`config.mk`:
```
export PLATFORM = sky130hd
export DESIGN_NAME = row_readout_sequencer_flat
export DESIGN_NICKNAME = d
export VERILOG_FILES = /design/src/rtl/row_readout_sequencer_if.sv /design/src/rtl/row_readout_sequencer.sv /design/src/flat_wrapper.sv
export SDC_FILE = /design/constraint.sdc
export NUM_CORES = 1
export LEC_CHECK = 0
export BUFFER_PORTS_ARGS = -buffer_cell sky130_fd_sc_hd__buf_2
export CORE_MARGIN = 3
export CORE_UTILIZATION = 51
export CTS_CLUSTER_DIAMETER = 80
export DETAILED_ROUTE_END_ITERATION = 7
export GPL_ROUTABILITY_DRIVEN = 0
export PLACE_DENSITY = 0.83
export SLEW_MARGIN = 5
export SYNTH_ARGS = -nofsm -noshare
export SYNTH_HDL_FRONTEND = slang
export SYNTH_SLANG_ARGS = --single-unit
```
`constraint.sdc`:
```
create_clock -name CLK -period 4.4 [get_ports CLK]
set_input_delay 0.88 -clock CLK [delete_from_list [all_inputs] [get_ports CLK]]
set_output_delay 0.88 -clock CLK [all_outputs]
set_load 0.01 [all_outputs]
```
`src/rtl/row_readout_sequencer_if.sv`:
```
`default_nettype none
// ============================================================================
//  Module      : row_readout_sequencer_if
//  Description : Groups the sensor-side and buffer-side signals of the row
//                readout sequencer. Modport slave is the sequencer; modport
//                master is whatever drives the column bus, the start request
//                and the buffer's busy flag.
//  Revision    : 1.0 - initial release
// ============================================================================
interface row_readout_sequencer_if #(
    parameter int PIXEL_ARRAY_WIDTH  = 8,
    parameter int PIXEL_ARRAY_HEIGHT = 4,
    parameter int PIXEL_BITS         = 8
);
    localparam int c_DATA_W = PIXEL_ARRAY_WIDTH * PIXEL_BITS;
    localparam int c_IDX_W  = (PIXEL_ARRAY_HEIGHT > 1) ? $clog2(PIXEL_ARRAY_HEIGHT) : 1;

    logic                          READ_START;
    logic [c_DATA_W-1:0]           PIXEL_DATA_IN;
    logic                          BUFFER_BUSY;
    logic [PIXEL_ARRAY_HEIGHT-1:0] ROW_SELECT;
    logic [c_IDX_W-1:0]            ROW_INDEX;
    logic [c_DATA_W-1:0]           ROW_DATA;
    logic                          SET_BUFFER;
    logic                          BUSY;
    logic                          FRAME_DONE;

    modport slave (
        input  READ_START, PIXEL_DATA_IN, BUFFER_BUSY,
        output ROW_SELECT, ROW_INDEX, ROW_DATA, SET_BUFFER, BUSY, FRAME_DONE
    );

    modport master (
        output READ_START, PIXEL_DATA_IN, BUFFER_BUSY,
        input  ROW_SELECT, ROW_INDEX, ROW_DATA, SET_BUFFER, BUSY, FRAME_DONE
    );
endinterface
`default_nettype wire

```
`src/rtl/row_readout_sequencer.sv`:
```
`default_nettype none
// ============================================================================
//  Module      : row_readout_sequencer
//  Description : Walks the pixel array one row at a time: selects a row,
//                waits for the column bus to settle, latches it, hands it to
//                the output buffer and waits for the buffer to drain. One
//                pass over every row is a frame, closed by a FRAME_DONE pulse.
//  Revision    : 1.0 - initial release
// ============================================================================
module row_readout_sequencer #(
    parameter int PIXEL_ARRAY_WIDTH  = 8,
    parameter int PIXEL_ARRAY_HEIGHT = 4,
    parameter int PIXEL_BITS         = 8,
    parameter int SETTLE_CYCLES      = 2
) (
    input wire                         CLK,
    input wire                         RESET_N,
    row_readout_sequencer_if.slave     bus
);
    localparam int c_DATA_W = PIXEL_ARRAY_WIDTH * PIXEL_BITS;
    localparam int c_IDX_W  = (PIXEL_ARRAY_HEIGHT > 1) ? $clog2(PIXEL_ARRAY_HEIGHT) : 1;
    // Counter must hold SETTLE_CYCLES itself (it keeps counting on the capture cycle).
    localparam int c_CNT_W  = $clog2(SETTLE_CYCLES + 1);

    localparam logic [c_IDX_W-1:0]            c_LAST_ROW    = c_IDX_W'(PIXEL_ARRAY_HEIGHT - 1);
    localparam logic [c_CNT_W-1:0]            c_SETTLE_LAST = c_CNT_W'(SETTLE_CYCLES - 1);
    localparam logic [PIXEL_ARRAY_HEIGHT-1:0] c_ROW0        = PIXEL_ARRAY_HEIGHT'(1);

    typedef enum logic [1:0] {
        S_IDLE    = 2'd0,
        S_SELECT  = 2'd1,
        S_HANDOFF = 2'd2,
        S_DRAIN   = 2'd3
    } state_t;

    state_t                        r_state,      w_state_nx;
    logic [c_CNT_W-1:0]            r_settle_cnt, w_settle_cnt_nx;
    logic [c_IDX_W-1:0]            r_row_index,  w_row_index_nx;
    logic [PIXEL_ARRAY_HEIGHT-1:0] r_row_select, w_row_select_nx;
    logic [c_DATA_W-1:0]           r_row_data,   w_row_data_nx;
    logic                          r_set_buffer, w_set_buffer_nx;
    logic                          r_busy,       w_busy_nx;
    logic                          r_frame_done, w_frame_done_nx;

    // State and every output register; reset clears all of them.
    always_ff @(posedge CLK) begin
        if (!RESET_N) begin
            r_state      <= S_IDLE;
            r_settle_cnt <= '0;
            r_row_index  <= '0;
            r_row_select <= '0;
            r_row_data   <= '0;
            r_set_buffer <= 1'b0;
            r_busy       <= 1'b0;
            r_frame_done <= 1'b0;
        end else begin
            r_state      <= w_state_nx;
            r_settle_cnt <= w_settle_cnt_nx;
            r_row_index  <= w_row_index_nx;
            r_row_select <= w_row_select_nx;
            r_row_data   <= w_row_data_nx;
            r_set_buffer <= w_set_buffer_nx;
            r_busy       <= w_busy_nx;
            r_frame_done <= w_frame_done_nx;
        end
    end

    // Next-state and next-output logic; outputs are computed one cycle ahead
    // so that every port comes straight from a flop.
    always_comb begin
        w_state_nx      = r_state;
        w_settle_cnt_nx = r_settle_cnt;
        w_row_index_nx  = r_row_index;
        w_row_select_nx = r_row_select;
        w_row_data_nx   = r_row_data;
        w_set_buffer_nx = r_set_buffer;
        w_frame_done_nx = 1'b0;

        case (r_state)
            S_IDLE: begin
                w_row_select_nx = '0;
                w_set_buffer_nx = 1'b0;
                if (bus.READ_START) begin
                    w_state_nx      = S_SELECT;
                    w_row_index_nx  = '0;
                    w_settle_cnt_nx = '0;
                    w_row_select_nx = c_ROW0;
                end
            end
            S_SELECT: begin
                w_settle_cnt_nx = r_settle_cnt + 1'b1;
                if (r_settle_cnt == c_SETTLE_LAST) begin
                    // Bus has settled: latch the row and release the select.
                    w_row_data_nx   = bus.PIXEL_DATA_IN;
                    w_row_select_nx = '0;
                    w_set_buffer_nx = 1'b1;
                    w_state_nx      = S_HANDOFF;
                end else begin
                    w_row_select_nx = c_ROW0 << r_row_index;
                end
            end
            S_HANDOFF: begin
                w_set_buffer_nx = 1'b1;
                // A busy flag left over from the previous row also counts as
                // acknowledge; the buffer's own input gating handles that case.
                if (bus.BUFFER_BUSY) begin
                    w_set_buffer_nx = 1'b0;
                    w_state_nx      = S_DRAIN;
                end
            end
            S_DRAIN: begin
                if (!bus.BUFFER_BUSY) begin
                    if (r_row_index == c_LAST_ROW) begin
                        w_state_nx      = S_IDLE;
                        w_frame_done_nx = 1'b1;
                    end else begin
                        w_row_index_nx  = r_row_index + 1'b1;
                        w_settle_cnt_nx = '0;
                        w_row_select_nx = c_ROW0 << (r_row_index + 1'b1);
                        w_state_nx      = S_SELECT;
                    end
                end
            end
            default: begin
                w_state_nx      = S_IDLE;
                w_row_select_nx = '0;
                w_set_buffer_nx = 1'b0;
            end
        endcase

        w_busy_nx = (w_state_nx != S_IDLE);
    end

    assign bus.ROW_SELECT = r_row_select;
    assign bus.ROW_INDEX  = r_row_index;
    assign bus.ROW_DATA   = r_row_data;
    assign bus.SET_BUFFER = r_set_buffer;
    assign bus.BUSY       = r_busy;
    assign bus.FRAME_DONE = r_frame_done;

endmodule
`default_nettype wire

```
`src/flat_wrapper.sv`:
```
// flat-port wrapper written by rule: the top's interface ports become plain ports
module row_readout_sequencer_flat 
#(
    parameter int PIXEL_ARRAY_WIDTH  = 8,
    parameter int PIXEL_ARRAY_HEIGHT = 4,
    parameter int PIXEL_BITS         = 8,
    parameter int SETTLE_CYCLES      = 2
)
  (CLK, RESET_N, bus_READ_START, bus_PIXEL_DATA_IN, bus_BUFFER_BUSY, bus_ROW_SELECT, bus_ROW_INDEX, bus_ROW_DATA, bus_SET_BUFFER, bus_BUSY, bus_FRAME_DONE);
  row_readout_sequencer_if #(.PIXEL_ARRAY_WIDTH(PIXEL_ARRAY_WIDTH), .PIXEL_ARRAY_HEIGHT(PIXEL_ARRAY_HEIGHT), .PIXEL_BITS(PIXEL_BITS)) bus_i ();
  input wire CLK;
  input wire RESET_N;
  input wire logic [$bits(bus_i.READ_START)-1:0] bus_READ_START;
  input wire logic [$bits(bus_i.PIXEL_DATA_IN)-1:0] bus_PIXEL_DATA_IN;
  input wire logic [$bits(bus_i.BUFFER_BUSY)-1:0] bus_BUFFER_BUSY;
  output wire logic [$bits(bus_i.ROW_SELECT)-1:0] bus_ROW_SELECT;
  output wire logic [$bits(bus_i.ROW_INDEX)-1:0] bus_ROW_INDEX;
  output wire logic [$bits(bus_i.ROW_DATA)-1:0] bus_ROW_DATA;
  output wire logic [$bits(bus_i.SET_BUFFER)-1:0] bus_SET_BUFFER;
  output wire logic [$bits(bus_i.BUSY)-1:0] bus_BUSY;
  output wire logic [$bits(bus_i.FRAME_DONE)-1:0] bus_FRAME_DONE;
  assign bus_i.READ_START = bus_READ_START;
  assign bus_i.PIXEL_DATA_IN = bus_PIXEL_DATA_IN;
  assign bus_i.BUFFER_BUSY = bus_BUFFER_BUSY;
  assign bus_ROW_SELECT = bus_i.ROW_SELECT;
  assign bus_ROW_INDEX = bus_i.ROW_INDEX;
  assign bus_ROW_DATA = bus_i.ROW_DATA;
  assign bus_SET_BUFFER = bus_i.SET_BUFFER;
  assign bus_BUSY = bus_i.BUSY;
  assign bus_FRAME_DONE = bus_i.FRAME_DONE;
  row_readout_sequencer #(.PIXEL_ARRAY_WIDTH(PIXEL_ARRAY_WIDTH), .PIXEL_ARRAY_HEIGHT(PIXEL_ARRAY_HEIGHT), .PIXEL_BITS(PIXEL_BITS), .SETTLE_CYCLES(SETTLE_CYCLES)) u_core (.CLK(CLK), .RESET_N(RESET_N), .bus(bus_i));
endmodule
```
==> results list, run 1 <==
- Total number of yosys warnings: 0
- Row generation in the floorplan step produced 28 rows.
- Die W: 85.7 µm
- For this design the total switching power over the nets is ~0.32 mW.
* Number of nets produced by synthesis: 455
- Kind of end point of the critical path: flip-flop
* Arr. time, crit path: about 2.5 ns
* Vias in the first global route: 2568
- For this run, the total global-route usage over all layers was measured as 0.196.
- First-pass GRT wire length: 11600 µm
- The tree built by TritonCTS fans out to 77 sinks.
- Number of distinct standard cells referenced by the synthesized netlist: 33
* Count of final max-slew check failures: 0
- Total of buffers placed on input and output ports: 140
* Maximum number of pins on one net before global-route repair: 77
- The HPWL after detailed placement is around 5100 µm.
- Synthesis inferred 77 register bits.
- Static timing analysis puts the maximum clock frequency at ~450 MHz.
- Worst-case setup margin in the final layout: 2.16 ns
- The share of the Yosys chip area taken by registers is 0.476.
* Tcrit/Tclk final: 0.510
* DRC errors left: 0
- Setup repair after global routing left no endpoint under its margin.
* Number of antenna violations at the first check in global routing: 0
- Overall power consumption after layout is estimated at 1.32 mW.
- Worst Hold Class: reg -> reg
* Amount of wire on met2 after detailed routing: around 3700 µm
- Total via count in the routed design: 2890
- The worst path needs 2.24 ns of the cycle, external delays included.
* Total area of sequential cells: roughly 0.0015 mm²
- For this block, the routed nets add up to 7500 µm of wire.
* Synth Instances: 374
* Worst setup SP type: flip-flop
- Once the clock tree was built, the setup fixing pass inserted 0 buffers.
- Overall die area: 0.00734 mm²
- Main flop type after synthesis: sky130_fd_sc_hd__dfxtp_1
- After routing, the total negative slack on setup checks comes to 0 ns.
* Number of search-and-repair iterations in the first detailed-routing pass: 6
- Synth-to-Final Area Change: 25.5%
* Pwr/cell area: 326 mW/mm²
- Along the worst path, the maximum fanout reaches 65.
- The critical path is of the reg -> reg type.
- Worst-case setup slack after placement: 2.16 ns
* Clock-pin slew reported for the worst setup and hold paths after clock tree synthesis: 0.07 ns
- Avg Vias per Cell: 5.00
* Wire length on met3: 516 µm
* Post-Syn Area: roughly 0.0032 mm²
- Post-synthesis average cell area: 8.66 µm²
- The tool flagged a number of max-cap violations equal to 0.
- The final layout contains 580 nets.
- Static leakage power: approximately 1.8 nW
* Worst relative slew slack: 0.200
- CTS root buffer: sky130_fd_sc_hd__clkbuf_8
- Count of antenna-violating nets left after detailed routing: 0
- 141 I/O pins were placed.
- Slew @ Worst Pin: 1.20 ns
- Maximum root-to-sink buffer count: 2
- Dpl cell area: 0.00389 mm²
- Highest routed layer: met4
- Routed len/inst: between 10 and 15 µm
- In this run, post-CTS hold repair placed 0 buffers.
* Layout cell share with drive strength beyond 1: 0.322
- Finished layout cell area: just over 0.004 mm²
- Met1 layer wirelength in the final routing: 3160 µm
* Endpoint required time on the critical path: 4.66 ns
- Counting the fill cells in the layout gives 489.
- Setup violations remaining at the end of the flow were counted as 0.
- Measured along the y axis, the die boundary spans approximately 86 µm.
* Slack of the worst reg-to-reg path: 2.16 ns
- Hold timing on the final database bottoms out at a slack of 0.452 ns.
- Counting flops with an async set or reset pin after synthesis yields a share of 0.
* Quantity of gates resized following cts: 0
- Switching Share: 0.242
- The first routing iteration left between 100 and 150 violations.
* Clock H-tree levels: 3
* Peak ir drop on the vdd network: 0.203 mV
- Setup clock skew after layout: 0.0113 ns
- Internal power comes to 1.00 mW.
- After global routing the overflow that remains totals 0.
* Result of the run: finished, final reports clean
* Comb power frac: 0.095
- Number of enable-type register cells in the synthesized netlist: 0
- At the later pin of the worst-skew pair, clock insertion delay measures 0.34 ns.
- Share of power burned in the clock network: 0.359
- Multi-input logic area: between 0.0015 and 0.002 mm²
* Clock buffer count from CTS: 9
- 0 antenna diodes ended up in the layout.
- Initial core utilization: 0.537
* Core area: approximately 0.006 mm²
- Seq pwr share: 0.545
* Fin. Hold Viols: 0
- TritonCTS clock tree: yes
-- routing by layer --
metal | up-vias | track usage
met1 | 1318 | 0.239
li1 | 1467 | -
met2 | 96 | 0.336
met3 | 9 | 0.0423
met4 | 0 | 0.0748
met5 | - | 0
-- cell type report --
cell class,count,area share
Timing Repair Buffer,140,0.172
Sequential cell,77,0.379
Clock buffer,11,0.0372
Inverter,5,0.00462
Tap cell,75,0.0231
Clock inverter,4,0.00585
Multi-Input combinational cell,266,0.378
-- power by group through the flow --
| stage | Combinational (mW) | Clock [mW] | Sequential, mW |
|---|---|---|---|
| 6_report | 0.126 | 0.476 | 0.722 |
| 5_1_grt | 0.141 | 0.524 | 0.724 |
| 4_1_cts | 0.127 | 0.487 | 0.722 |
| 3_5_place_dp | 0.127 | 0 | 0.738 |
| 3_3_place_gp | 0.126 | 0 | 0.738 |
| 2_1_floorplan | 0.0679 | 0 | 0.744 |
-- flip-flops by register name (all words and copies together), names as in the netlist --
| register | count |
|---|---|
| u_core.bus.ROW_INDEX | 2 |
| u_core.bus.ROW_DATA | 64 |
| u_core.bus.FRAME_DONE | 1 |
| u_core.r_state | 2 |
| u_core.bus.BUSY | 1 |
| u_core.r_settle_cnt | 2 |
| u_core.bus.ROW_SELECT | 4 |
| u_core.bus.SET_BUFFER | 1 |
-- worst max-delay path, cell delays in order (launching register included) --
cell and delay, ns:
sky130_fd_sc_hd__dfxtp_1 0.45, sky130_fd_sc_hd__ha_1 0.35, sky130_fd_sc_hd__and2_2 0.94, sky130_fd_sc_hd__o21ai_0 0.21, sky130_fd_sc_hd__a21boi_0 0.18
-- cells by family after synthesis --
family / count (synthesis) / share of synthesized area
and+or+nand+nor: 158 / 0.206
AOI/OAI and AO/OA: 94 / 0.214
DFF: 77 / 0.476
buffers and inverters: 31 / 0.0510
adders and majority gates: 13 / 0.0502
muxes: 1 / 0.00309
-- Yosys cell counts (3+ instances only) --
cell type | number | share of area
sky130_fd_sc_hd__buf_4 | 8 | 0.019
sky130_fd_sc_hd__a21boi_0 | 62 | 0.14
sky130_fd_sc_hd__nand2_1 | 132 | 0.15
sky130_fd_sc_hd__buf_2 | 9 | 0.014
sky130_fd_sc_hd__nor2b_1 | 5 | 0.0097
sky130_fd_sc_hd__dfxtp_1 | 77 | 0.48
sky130_fd_sc_hd__a21boi_1 | 6 | 0.014
sky130_fd_sc_hd__and2_1 | 4 | 0.0077
sky130_fd_sc_hd__clkbuf_1 | 8 | 0.0093
sky130_fd_sc_hd__a22oi_1 | 4 | 0.0093
sky130_fd_sc_hd__nor2_1 | 5 | 0.0058
sky130_fd_sc_hd__nand3_1 | 3 | 0.0046
sky130_fd_sc_hd__o21ai_0 | 11 | 0.017
sky130_fd_sc_hd__ha_1 | 13 | 0.050
sky130_fd_sc_hd__inv_1 | 5 | 0.0058
-- through the flow --
step	instances	utilization
global placement	563	0.646
CTS	578	0.675
detailed placement	563	0.646
floorplan	374	-
global route	578	0.675
finish	578	0.675
-- layout by cell type (no fill, tap or decap), drive strengths merged --
cell type / synthesis / routed
a22oi: 4 / 4
and2: 4 / 4
and3: 1 / 1
nor2: 5 / 5
a21bo: 1 / 1
clkinv: 0 / 4
nor3: 1 / 1
a21oi: 1 / 1
o21ai: 11 / 11
inv: 5 / 5
a211oi: 2 / 2
mux2i: 1 / 1
o31ai: 2 / 2
nand2b: 2 / 2
and4b: 1 / 1
o211a: 1 / 1
o21bai: 2 / 2
ha: 13 / 13
o21a: 1 / 1
buf: 18 / 140
nor2b: 6 / 6
nand3: 3 / 3
nand3b: 1 / 1
nor3b: 2 / 2
clkbuf: 8 / 11
dfxtp: 77 / 77
nand2: 132 / 132
o22ai: 1 / 1
a21boi: 68 / 68
-- final timing paths --
kind,to,cells after the start,start
worst min-delay path,u_core.bus.ROW_DATA[16]$_SDFFE_PN0P_,2,u_core.bus.ROW_DATA[16]$_SDFFE_PN0P_
worst max register to register,u_core.bus.SET_BUFFER$_SDFFE_PN0P_,4,u_core.r_state[0]$_SDFF_PN0_
worst min register to register,u_core.bus.ROW_DATA[16]$_SDFFE_PN0P_,2,u_core.bus.ROW_DATA[16]$_SDFFE_PN0P_
worst max-delay path,u_core.bus.SET_BUFFER$_SDFFE_PN0P_,4,u_core.r_state[0]$_SDFF_PN0_
(Power assumes the default switching activity.)
==> inputs of run 2 (changes only) <==
Settings changed: CORE_UTILIZATION 51 to 47, PLACE_DENSITY 0.83 to 0.77.
Clock period 4.4 ns to 2.1 ns, I/O delays scaled along.
==> run 2 against run 1 <==
  * Via count fell by 1.5%
  * Routed wire length is 0.99% lower
  * Cell area rose by 2.0%
  * Clock skew down 0.0033 ns
  * Sequential share of layout area fell by 0.74 points
  * Sequential power rose by 110%
==> results list, run 2 (synthesis results as in run 1) <==
- The run finished with clean final reports.
* Number of search-and-repair iterations in the first detailed-routing pass: 4
* Switching power: 0.678 mW
- Slack of the worst reg-to-reg path: 0.36 ns
* Minimum period implied by the final worst setup slack: 1.74 ns
- Hold buffer count at cts: 0
* Clock-pin slew reported for the worst setup and hold paths after clock tree synthesis: roughly 0.080 ns
- Overall die area: just under 0.008 mm²
- Summed over all nets, the half-perimeter wirelength after detailed placement is 5170 µm.
- For this run, the share of the core covered by cells in the final layout is 0.638.
- Routed len/inst: 12.7 µm
* First-pass GRT wire length: 11700 µm
- TritonCTS clock tree: yes
- The area growth from synthesis to layout is 28.1%.
* Fin nets: 584
* Min Hold Slack: 0.313 ns
- Once the clock tree was built, the resizer swapped 0 gates to a different size.
- In this run the remaining antenna-violating nets after routing total 0.
* Total number of clock tree sinks: 77
- In the layout the commonest cells are sky130_fd_sc_hd__buf_2 (140), sky130_fd_sc_hd__nand2_1 (131), sky130_fd_sc_hd__dfxtp_1 (77).
- The critical path is of the reg -> reg type.
- The total overflow left after global routing is 0.
- After detailed routing, the number of remaining DRC violations is 0.
* Dpl cell area: 0.00396 mm²
- The share of total power dissipated in combinational logic is 0.095.
* CP top delay family: adder cells
- Of the total power, the share spent switching nets is 0.236.
- Total of buffers placed on input and output ports: between 100 and 150
- Worst relative slew slack: 0.611
* Initial core utilization: 0.499
- In this run the power density over the cells is 693 mW/mm².
* RR Startpoint: u_core.r_state[0]$_SDFF_PN0_
- The floorplan step set the die width to between 80 and 90 µm.
* Highest Clock Rate: 575 MHz
* Kind of end point of the critical path: flip-flop
* Tcrit/Tclk final: 0.828
- Finished layout cell area: 0.00415 mm²
- Clock H-tree levels: 3
- Vias in the first global route: 2567
* Number of standard cells in the layout, taps in and fillers out: 583
* Unrepaired setup endpoints after global routing: false
- Cell internal pwr: 2.20 mW
* CTS root buffer: sky130_fd_sc_hd__clkbuf_8
- Total negative slack: 0 ns
- Once routing completed, OpenROAD measured the worst setup slack at ~0.36 ns.
- The number of max-slew violations in the final report came to 0.
- Counting instances, the worst hold path has a depth of 3.
* Worst-path cell with the longest stage delay: sky130_fd_sc_hd__ha_1
- The floorplan has 29 rows.
* Number of antenna violations at the first check in global routing: 0
* Number of flip-flops in the largest register: between 60 and 70
* Worst setup SP type: flip-flop
* Number of cells on the worst reg-to-reg path: 5
- CP Max Fanout: 16
- Die outline height: 89.0 µm
- Min-Delay Endpoint: u_core.bus.ROW_DATA[34]$_SDFFE_PN0P_
* Placed instance count: ~570
- The clock passes through at most 2 buffers.
- The share of total power dissipated in sequential elements is 0.526.
- Traced cell by cell, the critical path runs through ha_1 -> nor3b_1 -> o21bai_1 -> o21ai_0 -> and2_1.
- Across the routed clock network, the largest skew measured is approximately 0.0079 ns.
* Peak ir drop on the vdd network: 0.395 mV
- Fin. Hold Viols: 0
* Total GRT Usage: 0.186
- Of the total power, the clock network draws 0.379.
* End of the worst register-to-register path: u_core.bus.ROW_SELECT[1]$_SDFFE_PN0P_
- Endpoint required time on the critical path: 2.38 ns
- The number of antenna diodes in the final layout is 0.
- In this design, the stage delay of the slowest critical-path cell is 0.55 ns.
- The final layout contains routed wiring with a total length of ~7400 µm.
- Worst Hold Class: in -> reg
- Clock buffer count from CTS: 9
- Post-CTS Setup Inserts: 0
- Slew @ Worst Pin: 0.584 ns
* Max-Cap Viols: 0
- Worst hold start: bus_PIXEL_DATA_IN[34]
- Most common cell after layout, fill and taps aside: sky130_fd_sc_hd__buf_2
* Arr. time, crit path: 2.02 ns
- Together, buffers and inverters on the worst path number 0.
* Clock network latency to the later pin of the worst-skew pair: 0.34 ns
* Layout cell share with drive strength beyond 1: 0.326
* Total via count in the routed design: roughly 2800
- Maximum number of pins on one net before global-route repair: 65
* Core area: 0.00649 mm²
- Avg Vias per Cell: 4.88
- Static leakage power: 1.86 nW
- Setup violators final: 0
* Sum of internal, switching and leakage power: 2.87 mW
* Ports placed on the boundary: 141
- Worst-case setup slack after placement: 0.432 ns
- DRC marker count from the first detailed-route iteration: 71
## run 2: changes by cell type in the layout (fill, tap and decap cells not counted), sizes merged
cell / before / now
inv: 5 / 6
bufinv: 0 / 1
clkbuf: 11 / 10
clkinv: 4 / 2
buf: 140 / 144
## run 2: worst max-delay path by stage
stage                                            end                          from  cells after the start
2_1_floorplan             u_core.bus.BUSY$_SDFF_PN0_  u_core.r_state[0]$_SDFF_PN0_                      7
5_1_grt        u_core.bus.ROW_SELECT[1]$_SDFFE_PN0P_  u_core.r_state[0]$_SDFF_PN0_                      5
6_report       u_core.bus.ROW_SELECT[1]$_SDFFE_PN0P_  u_core.r_state[0]$_SDFF_PN0_                      5
3_3_place_gp              u_core.bus.BUSY$_SDFF_PN0_  u_core.r_state[0]$_SDFF_PN0_                      6
3_5_place_dp              u_core.bus.BUSY$_SDFF_PN0_  u_core.r_state[0]$_SDFF_PN0_                      6
4_1_cts        u_core.bus.ROW_SELECT[1]$_SDFFE_PN0P_  u_core.r_state[0]$_SDFF_PN0_                      5
## run 2: tightest hold or removal path, delay by kind of cell
| family | cells | cell delay (ns) |
|---|---|---|
| buffers and inverters | 1 | 0.10 |
| and+or+nand+nor | 1 | 0.05 |
| AOI/OAI and AO/OA | 1 | 0.05 |
## run 2: cell type report
cell class | instances | area (µm²)
Multi-Input combinational cell | 266 | 1540
Timing Repair Buffer | 144 | 768
Tap cell | 77 | 96.3
Fill cell | 561 | 2350
Clock inverter | 4 | 48.8
Clock buffer | 10 | 138
Sequential cell | 77 | 1540
Inverter | 5 | 18.8
## run 2: power by group through the flow
stage | Clock, mW | Combinational (mW) | Sequential (mW)
4_1_cts | 1.12 | 0.277 | 1.51
2_1_floorplan | 0 | 0.142 | 1.56
3_3_place_gp | 0 | 0.271 | 1.54
6_report | 1.09 | 0.273 | 1.51
3_5_place_dp | 0 | 0.276 | 1.54
5_1_grt | 1.19 | 0.306 | 1.51
## run 2: layer usage
| metal | up-vias | part of all wire | track usage |
|---|---|---|---|
| li1 | 1474 | - | - |
| met1 | 1287 | 0.42 | 0.211 |
| met2 | 77 | 0.50 | 0.333 |
| met3 | 9 | 0.061 | 0.0553 |
| met4 | 0 | 0.014 | 0.0609 |
| met5 | - | 0 | 0 |
==> inputs of run 3 (changes only) <==
Settings changed: CORE_UTILIZATION 47 to 43, PLACE_DENSITY 0.77 to 0.74.
Clock period 2.1 ns to 1.55 ns, I/O delays scaled along.
==> run 3 against run 2 <==
  * First-iteration DRC count up 21%
  * Sequential share of layout area decreased by 1.5 points
  * Global-route usage is 1.1 points lower
  * Via count increased by 0.18%
  * Largest cell class is now multi-input gates
  * Largest power group unchanged
==> results list, run 3 (synthesis results as in run 1) <==
- DRC marker count from the first detailed-route iteration: 86
- For this run, the slowest stage of the critical path takes between 0.3 and 0.4 ns.
* Overall die area: roughly 0.0086 mm²
- Total of buffers placed on input and output ports: 140
- Initial core utilization: 0.444
- After detailed routing, the total wire length is ~7600 µm.
* Finished layout cell area: around 0.0043 mm²
- Post-CTS Setup Inserts: 0
- Dpl cell area: 0.00409 mm²
* Detailed-placement wirelength estimate: 5470 µm
* Count of inserted antenna diode cells: 0
- Minimum period implied by the final worst setup slack: 1.50 ns
- Highest Clock Rate: 667 MHz
- Kind of end point of the critical path: flip-flop
- Entering global routing, the biggest net connects 40 pins.
- In the final routed layout, each cell accounts on average for 12.3 µm.
- The flow ran to the end, and the final reports show no timing, DRC or antenna violations.
- Clock H-tree levels: 3
- Number of flip-flops in the largest register: 64
* TritonCTS clock tree: yes
- Total number of clock tree sinks: between 70 and 80
- Maximum root-to-sink buffer count: 2
* Total negative slack: 0 ns
* Endpoint required time on the critical path: 1.78 ns
- The min-delay analysis places its worst path in the category in -> reg.
- Clock-pin slew was measured on the worst setup and hold paths at about 0.080 ns.
- The floorplan step set the die height to 92.8 µm.
* Worst setup SP type: flip-flop
* Most common cell after layout, fill and taps aside: sky130_fd_sc_hd__buf_2
- The core region is 0.00729 mm².
- The design draws 4.05 mW.
- For this design the top-level I/O count stands at 141.
- The number of global-route vias before repair was about 2700.
- CP top delay family: simple AND/OR/NAND/NOR gates
- CP Max Fanout: 4
- Excluding fillers, the count of instances in the completed layout stands at 616.
* Total global routing overflow: 0
* Number of search-and-repair iterations in the first detailed-routing pass: 4
- For this run, design rule violations remaining after detail routing come to 0.
- Fin nets: 594
- Slew @ Worst Pin: 0.334 ns
* Placed instance count: 601
- The floorplan has 31 rows.
- Arr. time, crit path: roughly 1.7 ns
- The initial antenna violation count is 0.
* Tcrit/Tclk final: 0.967
- Between clock sinks in the finished design, the worst skew comes to 0.0104 ns.
* Clock network latency to the later pin of the worst-skew pair: 0.34 ns
* Static leakage power: just under 2 nW
- IR analysis of the VDD net gives a maximum drop of roughly 0.43 mV.
- Leading cell types in the layout, fill and taps excluded: sky130_fd_sc_hd__buf_2 (140), sky130_fd_sc_hd__nand2_1 (131), sky130_fd_sc_hd__dfxtp_1 (75)
- Counting the buffers created by CTS gives 9.
- Avg Vias per Cell: 4.63
- The die is 92.8 µm wide.
* CTS root buffer: sky130_fd_sc_hd__clkbuf_8
* Count of antenna-violating nets left after detailed routing: 0
* Max-Cap Viols: 0
* Worst-path cell with the longest stage delay: sky130_fd_sc_hd__dfxtp_4
- Dividing total power by cell area gives a power density of 934 mW/mm².
- Of the cells placed in the final design, the portion with a size suffix greater than 1 is 0.358.
- Util after Layout: 0.595
- Count of final max-slew check failures: 0
* Cell-by-cell listing of the critical path: inv_2 -> buf_4 -> ha_1 -> nor2b_4 -> nor3_4 -> mux2i_1 -> nor2b_1
- The critical path contains buffers and inverters numbering 2 combined.
* Fin. Hold Viols: 0
- Synth-to-Final Area Change: 34.0%
- Worst hold start: bus_PIXEL_DATA_IN[52]
- The first global-routing pass estimated 12100 µm of wire.
* Worst relative slew slack: 0.777
- Class of the most critical setup path: reg -> reg
- Setup violators final: 0
- Across every metal layer, demand over resource in global routing totals 0.174.
- Total via count in the routed design: 2852
- In this run the critical register-to-register path is launched from u_core.r_state[1]$_SDFF_PN0_.
- Crit path launch: u_core.r_state[1]$_SDFF_PN0_
-- run 3: cell types whose count changed in the layout (fill, tap and decap cells not counted), sizes merged --
cell	change
buf	+10
clkbuf	-1
clkinvlp	+1
bufinv	+1
-- run 3: layout make-up --
cell class / count / area [µm²]
Fill cell: 703 / 2950
Multi-Input combinational cell: 266 / 1570
Sequential cell: 77 / 1550
Timing Repair Buffer: 154 / 868
Clock buffer: 9 / 124
Tap cell: 99 / 124
Clock inverter: 6 / 86.3
Inverter: 5 / 18.8
-- run 3: report_power, final --
part | total, mW | leakage (nW) | internal, mW | switching [mW]
combinational | 0.397 | 1.20 | 0.202 | 0.195
sequential | 2.05 | 0.623 | 2.02 | 0.0261
clock | 1.61 | 0.105 | 0.898 | 0.711
-- run 3: worst paths after layout --
path	end	slack (ns)	cells past startpoint
setup / recovery	u_core.r_settle_cnt[0]$_SDFFE_PN0P_	0.05	7
hold / removal	u_core.bus.ROW_DATA[52]$_SDFFE_PN0P_	0.21	3
setup reg to reg	u_core.r_settle_cnt[0]$_SDFFE_PN0P_	0.05	7
hold reg to reg	u_core.bus.ROW_DATA[17]$_SDFFE_PN0P_	0.46	2
-- run 3: metal layers --
metal	vias to the layer above	routed length (µm)	track usage
li1	1493	-	-
met1	1273	3250	0.211
met2	78	3820	0.302
met3	8	404	0.0292
met4	0	92	0.0781
met5	-	0	0
-- run 3: repair_timing --
action	CTS	global route
pin swaps	0	2
endpoints found under the hold margin	0	0
endpoints found under the setup margin	50	38
gates cloned	0	0
hold buffers	0	0
resized for setup	2	13
-- run 3: tightest hold or removal path: cells and delay by family --
kind	cells	cell delay, ns
buffers and inverters	1	0.09
AOI/OAI and AO/OA	1	0.06
and+or+nand+nor	1	0.04
-- run 3: through the flow --
| step | setup WS [ns] | hold WS [ns] |
|---|---|---|
| 2_1_floorplan | 0.0229 | 0.444 |
| 3_3_place_gp | 0.00349 | 0.441 |
| 3_5_place_dp | -0.122 | 0.446 |
| 4_1_cts | 0.0169 | 0.190 |
| 5_1_grt | -0.00871 | 0.200 |
| 6_report | 0.0516 | 0.205 |
